`config.mk`:
```
export PLATFORM = sky130hd
export DESIGN_NAME = v_alu_div_unit
export DESIGN_NICKNAME = d
export VERILOG_FILES = /design/src/rtl/v_alu_div_unit_pkg.sv /design/src/rtl/v_alu_div_unit_step.sv /design/src/rtl/v_alu_div_unit.sv
export SDC_FILE = /design/constraint.sdc
export NUM_CORES = 1
export LEC_CHECK = 0
export CELL_PAD_IN_SITES_DETAIL_PLACEMENT = 0
export CELL_PAD_IN_SITES_GLOBAL_PLACEMENT = 2
export CORE_MARGIN = 1
export CORE_UTILIZATION = 35
export DETAILED_ROUTE_END_ITERATION = 10
export DONT_BUFFER_PORTS = 1
export GPL_TIMING_DRIVEN = 0
export PLACE_DENSITY = 0.83
export REMOVE_ABC_BUFFERS = 1
export SLEW_MARGIN = 10
export SYNTH_ARGS = -nofsm -noshare
export SYNTH_HDL_FRONTEND = slang
export SYNTH_SLANG_ARGS = --single-unit
```
`constraint.sdc`:
```
create_clock -name clk -period 4 [get_ports clk]
set_input_delay 0.2 -clock clk [delete_from_list [all_inputs] [get_ports clk]]
set_output_delay 0.2 -clock clk [all_outputs]
set_load 0.005 [all_outputs]
```
`src/rtl/v_alu_div_unit_pkg.sv`:
```
// Shared vector ALU op package.
// Holds the lane op codes, the divide-unit FSM state type and the small
// decode helpers the lane decoder and the divide unit both use.
package v_alu_div_unit_pkg;

  localparam logic [4:0] add_op  = 5'b00010;
  localparam logic [4:0] divu_op = 5'b01101;
  localparam logic [4:0] divs_op = 5'b01110;
  localparam logic [4:0] remu_op = 5'b01111;
  localparam logic [4:0] rems_op = 5'b10000;

  typedef enum logic [1:0] {
    IDLE = 2'd0,
    CALC = 2'd1,
    FIX  = 2'd2,
    DONE = 2'd3
  } div_state_t;

  function automatic logic is_div_class(input logic [4:0] op);
    return (op == divu_op) || (op == divs_op) || (op == remu_op) || (op == rems_op);
  endfunction

  function automatic logic is_signed_div(input logic [4:0] op);
    return (op == divs_op) || (op == rems_op);
  endfunction

  // Remainder ops select the partial remainder rather than the quotient.
  function automatic logic is_rem_op(input logic [4:0] op);
    return (op == remu_op) || (op == rems_op);
  endfunction

endpackage

```
`src/rtl/v_alu_div_unit_step.sv`:
```
// v_div_step: one combinational restoring-division step.
// Shifts the next dividend bit into the partial remainder and subtracts the
// divisor when it fits.
// Ports:
//   rem_i  [DATA_WIDTH:0]   partial remainder in
//   bit_i                   next dividend bit (MSB first)
//   dvsr_i [DATA_WIDTH-1:0] divisor magnitude
//   rem_o  [DATA_WIDTH:0]   partial remainder out
//   q_o                     quotient bit produced by this step
module v_div_step #(
  parameter int DATA_WIDTH = 32
) (
  input  logic [DATA_WIDTH:0]   rem_i,
  input  logic                  bit_i,
  input  logic [DATA_WIDTH-1:0] dvsr_i,
  output logic [DATA_WIDTH:0]   rem_o,
  output logic                  q_o
);

  logic [DATA_WIDTH:0]   shifted;
  logic [DATA_WIDTH+1:0] full_shifted;

  // The top remainder bit only carries weight for the compare; it is always
  // zero for a non-zero divisor, and with a zero divisor the low bits simply
  // accumulate the dividend.
  assign shifted      = {rem_i[DATA_WIDTH-1:0], bit_i};
  assign full_shifted = {rem_i, bit_i};

  always_comb begin
    q_o   = (full_shifted >= {2'b00, dvsr_i});
    rem_o = shifted;
    if (q_o) begin
      rem_o = shifted - {1'b0, dvsr_i};
    end
  end

endmodule

```
`src/rtl/v_alu_div_unit.sv`:
```
// v_alu_div_unit: iterative divide/remainder unit for a vector ALU lane.
// Executes divu/divs/remu/rems with restoring division, one quotient bit per
// cycle, followed by a single sign-fix cycle. Non divide-class ops complete
// immediately with err_o set and a zero result.
// Optional build macro V_DIV_EARLY_OUT_EN: divide-by-zero and signed overflow
// complete straight from the accepting edge instead of iterating.
// Ports:
//   clk, reset          core clock, synchronous active-high reset
//   valid_i / ready_o   request handshake (op_i, a_i dividend, b_i divisor)
//   valid_o / ready_i   result handshake (result_o, err_o)
module v_alu_div_unit
  import v_alu_div_unit_pkg::*;
#(
  parameter int DATA_WIDTH = 32,
  parameter int CNT_WIDTH  = $clog2(DATA_WIDTH + 1)
) (
  input  logic                  clk,
  input  logic                  reset,
  input  logic                  valid_i,
  output logic                  ready_o,
  input  logic [4:0]            op_i,
  input  logic [DATA_WIDTH-1:0] a_i,
  input  logic [DATA_WIDTH-1:0] b_i,
  output logic                  valid_o,
  input  logic                  ready_i,
  output logic [DATA_WIDTH-1:0] result_o,
  output logic                  err_o
);

  localparam logic [DATA_WIDTH-1:0] MOST_NEG = {1'b1, {(DATA_WIDTH-1){1'b0}}};

  div_state_t            state, state_nxt;
  logic [CNT_WIDTH-1:0]  cnt;
  logic [4:0]            op_r;
  logic [DATA_WIDTH-1:0] quot;
  logic [DATA_WIDTH-1:0] dvsr;
  logic [DATA_WIDTH:0]   prem;
  logic                  q_neg, r_neg, b_zero;
  logic [DATA_WIDTH-1:0] result_r;
  logic                  err_r;

  logic                  accept;
  logic                  sgn_i;
  logic                  bz_i;
  logic [DATA_WIDTH-1:0] a_mag, b_mag;
  logic [DATA_WIDTH:0]   step_rem;
  logic                  step_q;

  // Magnitude of a two's-complement value; the most negative value maps to
  // its correct unsigned magnitude.
  function automatic logic [DATA_WIDTH-1:0] mag(input logic [DATA_WIDTH-1:0] v,
                                                input logic is_signed);
    logic signed [DATA_WIDTH-1:0] sv;
    sv = v;
    return (is_signed && (sv < 0)) ? -v : v;
  endfunction

  function automatic logic [DATA_WIDTH-1:0] neg_if(input logic [DATA_WIDTH-1:0] v,
                                                   input logic n);
    return n ? -v : v;
  endfunction

`ifdef V_DIV_EARLY_OUT_EN
  logic ovf_i;

  // Divide by zero wins over overflow: quotient all ones, remainder = a.
  // Overflow: quotient = a, remainder = 0.
  function automatic logic [DATA_WIDTH-1:0] special_result(input logic [4:0] op,
                                                           input logic [DATA_WIDTH-1:0] a,
                                                           input logic bz);
    if (bz) return is_rem_op(op) ? a : '1;
    return is_rem_op(op) ? '0 : a;
  endfunction

  assign ovf_i = is_signed_div(op_i) && (a_i == MOST_NEG) && (b_i == '1);
`endif

  assign accept = valid_i && (state == IDLE);
  assign sgn_i  = is_signed_div(op_i);
  assign bz_i   = (b_i == '0);
  assign a_mag  = mag(a_i, sgn_i);
  assign b_mag  = mag(b_i, sgn_i);

  v_div_step #(
    .DATA_WIDTH(DATA_WIDTH)
  ) u_step (
    .rem_i (prem),
    .bit_i (quot[DATA_WIDTH-1]),
    .dvsr_i(dvsr),
    .rem_o (step_rem),
    .q_o   (step_q)
  );

  always_ff @(posedge clk) begin
    if (reset) state <= IDLE;
    else       state <= state_nxt;
  end

  always_comb begin
    state_nxt = state;
    ready_o   = 1'b0;
    valid_o   = 1'b0;
    case (state)
      IDLE: begin
        ready_o = 1'b1;
        if (valid_i) begin
          if (!is_div_class(op_i)) begin
            state_nxt = DONE;
          end else begin
`ifdef V_DIV_EARLY_OUT_EN
            state_nxt = (bz_i || ovf_i) ? DONE : CALC;
`else
            state_nxt = CALC;
`endif
          end
        end
      end
      CALC: begin
        if (cnt == CNT_WIDTH'(1)) state_nxt = FIX;
      end
      FIX: begin
        state_nxt = DONE;
      end
      DONE: begin
        valid_o = 1'b1;
        if (ready_i) state_nxt = IDLE;
      end
      default: state_nxt = IDLE;
    endcase
  end

  // Quotient register starts holding the dividend magnitude and shifts
  // quotient bits in from the bottom as dividend bits leave the top.
  always_ff @(posedge clk) begin
    if (reset) begin
      cnt      <= '0;
      result_r <= '0;
      err_r    <= 1'b0;
    end else begin
      case (state)
        IDLE: begin
          if (accept) begin
            op_r   <= op_i;
            quot   <= a_mag;
            dvsr   <= b_mag;
            prem   <= '0;
            q_neg  <= sgn_i && (a_i[DATA_WIDTH-1] ^ b_i[DATA_WIDTH-1]);
            r_neg  <= sgn_i && a_i[DATA_WIDTH-1];
            b_zero <= bz_i;
            if (!is_div_class(op_i)) begin
              result_r <= '0;
              err_r    <= 1'b1;
            end else begin
              cnt   <= CNT_WIDTH'(DATA_WIDTH);
              err_r <= 1'b0;
`ifdef V_DIV_EARLY_OUT_EN
              if (bz_i || ovf_i) result_r <= special_result(op_i, a_i, bz_i);
`endif
            end
          end
        end
        CALC: begin
          prem <= step_rem;
          quot <= {quot[DATA_WIDTH-2:0], step_q};
          cnt  <= cnt - CNT_WIDTH'(1);
        end
        FIX: begin
          // Overflow falls out of the datapath naturally; only the signed
          // divide-by-zero quotient needs forcing to all ones.
          if (is_rem_op(op_r))  result_r <= neg_if(prem[DATA_WIDTH-1:0], r_neg);
          else if (b_zero)      result_r <= '1;
          else                  result_r <= neg_if(quot, q_neg);
          err_r <= 1'b0;
        end
        default: ;
      endcase
    end
  end

  assign result_o = result_r;
  assign err_o    = err_r;

endmodule

```
Word level (Yosys, flattened, before mapping)
Cells that the tools add are included.
{"block": "totals", "latch_bits": 0, "ram_bits": 0, "input_bits": 73, "memories": 0, "romBits": 0, "elab_cells": 85, "reg_bits": 146, "output_inout_bits": 35}
{"block": "op_classes", "eq_ne": 16, "reduce_logical": 20, "n_mul": 0, "shift": 0, "add_sub_neg": 6, "n_div": 0, "magnitude_cmp": 3, "bitwise": 2, "muxes": 27}
{"op": "2-to-1 mux 32 bit", "n": 9}
{"op": "negation 32 bit", "n": 4}
{"op": "one-hot mux 32 bit (2 select lines)", "n": 2}
{"op": "2-to-1 mux 33 bit", "n": 2}
{"op": "one-hot mux 33 bit (2 select lines)", "n": 1}
{"op": "less-than comparator 32 x 1 -> 1 bit (second input constant)", "n": 2}
{"op": ">= comparator 34 x 32 -> 1 bit", "n": 1}
{"op": "subtractor 33 x 32 -> 33 bit", "n": 1}
{"op": "zero test 32 bit", "n": 1}
{"op": "equality test 5 x 4 -> 1 bit (second input constant)", "n": 4}
{"op": "AND reduction 3 bit", "n": 5}
{"op": "2-to-1 mux 6 bit", "n": 2}
{"op": "one-hot mux 6 bit (2 select lines)", "n": 1}
{"op": "equality test 5 bit (second input constant)", "n": 2}
{"op": "inequality test 2 bit (second input constant)", "n": 5}
{"op": "2-to-1 mux 2 bit", "n": 4}
{"op": "one-hot mux 2 bit (4 select lines)", "n": 1}
{"op": "equality test 6 x 1 -> 1 bit (second input constant)", "n": 1}
{"op": "subtractor 6 x 1 -> 6 bit (second input constant)", "n": 1}
{"op": "logical AND 1 bit", "n": 5}
{"op": "logical OR 1 bit", "n": 5}
{"op": "equality test 2 bit (second input constant)", "n": 2}
{"op": "2-to-1 mux 1 bit", "n": 4}
{"op": "nonzero test 2 bit", "n": 2}
{"op": "other kinds (7)", "n": 7}

Depth between registers and ports, before layout
{"block": "depth", "word_depth": 7, "ltp_mapped": 13, "mapped_depth_nobuf": 12}

Modules after synthesis
From an unflattened synthesis, not the netlist that was laid out.
{"block": "hier_totals", "cells_unflattened": 1176, "hier_area_um2": 10654.0}
{"module": "v_alu_div_unit", "instances": 1, "area_each_um2": 8463.1, "seq_area_each_um2": 3973.8, "cells_per_inst": 830}
{"module": "v_div_step", "instances": 1, "area_each_um2": 2190.9, "seq_area_each_um2": 0.0, "cells_per_inst": 346}

Worst setup path before layout
No wires, ideal clock.
{"block": "synth_timing", "path_type": "reg-to-reg", "start": "register state[0]", "end": "register prem[0], enable pin", "required_ns": 3.511, "arrival_ns": 3.767, "path_stages_with_launch": 7, "slack_ns": -0.256, "setup_time_ns": 0.489, "period_less_slack_ns": 4.256, "n_path_buf": 1, "cell_sequence": "dfxtp_1 -> inv_1 -> ha_1 -> clkbuf_1 -> nand2_1 -> o21a_1 -> nor2_1"}
{"block": "synth_via", "elab_chain_len": 4, "word_cells_on_any_way": 6, "cone_classes": "eq/ne: 2; reduce/logical: 4"}
{"element": "start, declared", "line": "v_alu_div_unit.sv:32", "rtl": "div_state_t state, state_nxt;"}
{"element": "start signal, assigned", "line": "v_alu_div_unit.sv:96", "rtl": "else state <= state_nxt;"}
{"element": "zero test 2 bit", "line": "v_alu_div_unit.sv:78, v_alu_div_unit.sv:140"}
{"element": "logical AND 1 bit", "line": "v_alu_div_unit.sv:78", "rtl": "assign accept = valid_i && (state == IDLE);"}
{"element": "inequality test 2 bit (no line)"}
{"element": "AND reduction 3 bit (no line) (*)"}
{"element": "end signal, assigned", "line": "v_alu_div_unit.sv:163", "rtl": "prem <= step_rem;"}
{"element": "end, declared", "line": "v_alu_div_unit.sv:37", "rtl": "logic [DATA_WIDTH:0] prem;"}
Mark *: on every way between the ends. The rest lies on a longest branch, timed or not.
A chain may end at the register's enable or synchronous reset.

Worst setup path in the final report
{"block": "layout_timing", "start": "register prem[7]", "end": "register prem[29] (data pin)"}
{"block": "layout_via", "elab_chain_len": 3, "word_cells_on_any_way": 4, "cone_classes": "add/sub: 1; order compare: 1; mux: 2"}
{"element": "subtractor 33 x 32 -> 33 bit / >= comparator 34 x 32 -> 1 bit (equally long branches)", "line": "v_alu_div_unit_step.sv:33, v_alu_div_unit_step.sv:30"}
{"element": "2-to-1 mux 33 bit (*)", "line": "v_alu_div_unit_step.sv:32", "rtl": "if (q_o) begin"}
{"element": "one-hot mux 33 bit (2 select lines) (*)", "line": "v_alu_div_unit.sv:140", "rtl": "case (state)"}
Marks and branches as above.

==> results.md <==
* Clock Root Buffer: clkbuf_16
* RSZ-0062 raised after global routing: no
* Avg WL per Cell at 17.59 um
* Cell Pwr Density at 555.7 nW/um^2
* Top post-synthesis cells by area: edfxtp_1 30%, dfxtp_1 7.9%, xor2_1 6.3%
* Initial antenna violation count at 0
* Setup slack after layout at 0.2062 ns
* Critical path type: flop to flop
* Slowest Stage Delay on Critical Path at 0.52 ns
* Most frequent cells in the layout: 107 x nand2_1, 105 x edfxtp_1, 93 x nor2_1
* Post-DR vias/cell at 5.457
* Global Route Usage Sum at 0.1830
* Die ar. at between 30000 and 40000 um^2
* Register bit total from synthesis at 146
* Measured slew at the worst slew-check pin at around 1.1 ns
* Max FO, Critical Path at 23
* Gr ovfl total at 0
* FP Rows at 62
* Tot Pwr at 6.586 mW
* Reg-to-Reg Start: prem[7]
* Synth warnings at 0
* Port Buf Inserts at 0
* Die Ht at around 170 um
* Number of max-cap violations at 0
* Chip Width at 174.7 um
* Average cell area after synthesis at 9.002 um^2
* CTS tree: done
* Buf+Inv Stages, Crit Path at 1
* Main synth FF type: edfxtp_1
* Sequential area share after synthesis at 0.3805
* Cell Area, Synth at 10440 um^2
* Critical path launch point type: flop
* Cell taking the most area after synthesis: edfxtp_1
* Antenna Cells at 0
* Worst hold path type: primary input to flop
* Clk sink count at 146
* Tcrit/Tclk final at 0.9484
* I/O pin cnt at 108
* Final setup viols at 0
* Post-synth EDFFs at 105
* Clk buf depth at 2
* DP Worst Slack at -0.4011 ns
* Worst R2R Path Depth at 10
* Clk slew on worst S/H paths at ~0.07 ns
* Initial cell density of the core at 0.3599
* Post-synth ARST share at 0
* VDD IR-drop max at between 0.4 and 0.5 mV
* H-tree depth at 4
* Worst-Skew Late Latency at 0.44 ns
* Leakage at 4.396 nW
* Synth Instances at 1160
* Drt total wl at 27.62 mm
* GP Congestion at 0.8285
* Final hold vios at 0
* DRT Pass-1 Iters at 5
* Total CTS buffers at 17
* Synth-to-Final Area Change at 13.48%
* Hold Crit Start: reset
* Vias in the first global route at 8459
* Slew HR at 0.2494
* Hold slack at 0.01694 ns
* Fin nets at 1289
* Fmax at 263.6 MHz
* Post-Layout Cell Count at 1570
* Crit. End Element: flop
* Starting DRC count in detailed routing at 544
* CP Data Required Time at 4.24 ns
* Number of routed nets with antenna violations at 0
* Slew Limit Fails at 0
* Layout cell share with drive strength beyond 1 at 0.06408
* Flop-to-flop setup slack at 0.21 ns
* Pin count of the biggest net entering global routing at between 50 and 60
* First-pass GRT wire length at roughly 44 mm
* Via count at 8567
* Detailed-route DRC error count at 0
* Skew final at 0.01189 ns
* Post-Place Cells at 1500
* Cell mode on critical path: a31oi_4
* Reg2reg end: prem[29]
* Detail Placement HPWL at 20.84 mm
* Status: finished, final reports clean
* Yosys top cell area share at 0.3019
* Most common cell after layout, fill and taps aside: nand2_1
* Core box area at ~29000 um^2
* Top delay family on crit path: simple AND/OR/NAND/NOR gates
* CP arrival at between 4 and 5 ns
* Min Clock Period, post-route at ~3.8 ns
* Min-Delay Path Depth at 1
* Distinct cells, synth at just under 80
* Hold endpoint: op_r[4]
* Cells along the critical path: ha_1 > and3_1 > nand4_1 > or3b_1 > a31oi_4 > a31oi_1 > a31oi_4 > buf_12 > nand2_1 > o32ai_1
* CP max-delay cell: edfxtp_1
[per-layer routing]
layer	vias to the layer above	wire length, um	global-route usage
li1	4293	-	-
met1	4088	12250	0.2340
met2	153	13670	0.3122
met3	33	1293	0.03655
met4	0	407	0.04964
met5	-	0	0
[final cells by class]
class	count	area, um^2
clock inverters	12	130.1
well taps	384	480.5
repair buffers	43	495.5
fillers	2968	17160
multi-input cells	900	6080
flip-flops and latches	146	3974
clock buffers	20	446.7
inverters	65	244.0
[worst register-to-register path, delay by kind of cell (launching register included)]
family	cells	cell delay [ns]
fa+ha+maj	1	0.44
buf+inv	1	0.21
simple gates	4	1.23
flops	1	0.52
compound gates	4	1.21
[what timing repair did]
| action | in CTS | in global routing |
|---|---|---|
| gates resized for setup | 1 | 1 |
| cloned | 1 | 0 |
| buffers inserted | 1 | 0 |
| endpoints found under the setup margin | 24 | 1 |
| hold endpoints to repair | 65 | 0 |
| hold buffers | 36 | 0 |
| pin swaps | 1 | 0 |
[registers in the layout (all words and copies together) (netlist names)]
signal and cells:
prem 33, dvsr 32, quot 32, result_o 32
cnt 6, op_r 5, state 2, b_zero 1
err_o 1, q_neg 1, r_neg 1
[kinds of logic (layout without fill, tap and decap cells)]
group,Yosys count,count (layout),synth area share
mux,26,26,0.02504
compound gates,329,330,0.2100
xor+xnor,140,140,0.1174
buf+inv,115,140,0.04301
flops,146,146,0.3805
simple gates,361,361,0.1717
fa+ha+maj,43,43,0.05224
[power by group]
group | leakage [nW] | internal (mW) | switching, mW
clock | 0.287 | 0.939 | 0.679
combinational | 2.80 | 1.03 | 1.55
sequential | 1.31 | 2.05 | 0.338
[worst max-delay path by stage]
stage	from	to	slack, ns	cells after the start
finish	prem[7]	prem[29]	0.21	10
global route	prem[7]	prem[29]	0.005	10
CTS	prem[7]	prem[29]	0.16	10
detailed placement	prem[7]	prem[29]	-0.40	10
global placement	state[1]	prem[30]	-4.24	5
floorplan	state[1]	prem[0]	-1.85	5
[stage by stage]
stage	utilization	TNS, ns	area [um^2]
global route	0.4084	0	11850
global placement	0.3694	-340.95	10720
finish	0.4084	0	11850
detailed placement	0.3749	-2.268	10880
floorplan	-	-120.38	10240
CTS	0.4081	0	11840
[Yosys cell counts, types with 25 or more instances]
master    count
nor2_1       96
clkbuf_1     36
nor3_1       25
ha_1         42
edfxtp_1    105
a21oi_1      80
o21ai_0      87
nand2_1     107
dfxtp_1      41
inv_1        65
xor2_1       75
mux2i_1      25
xnor2_1      65
Power figures use the tool's default switching activity.
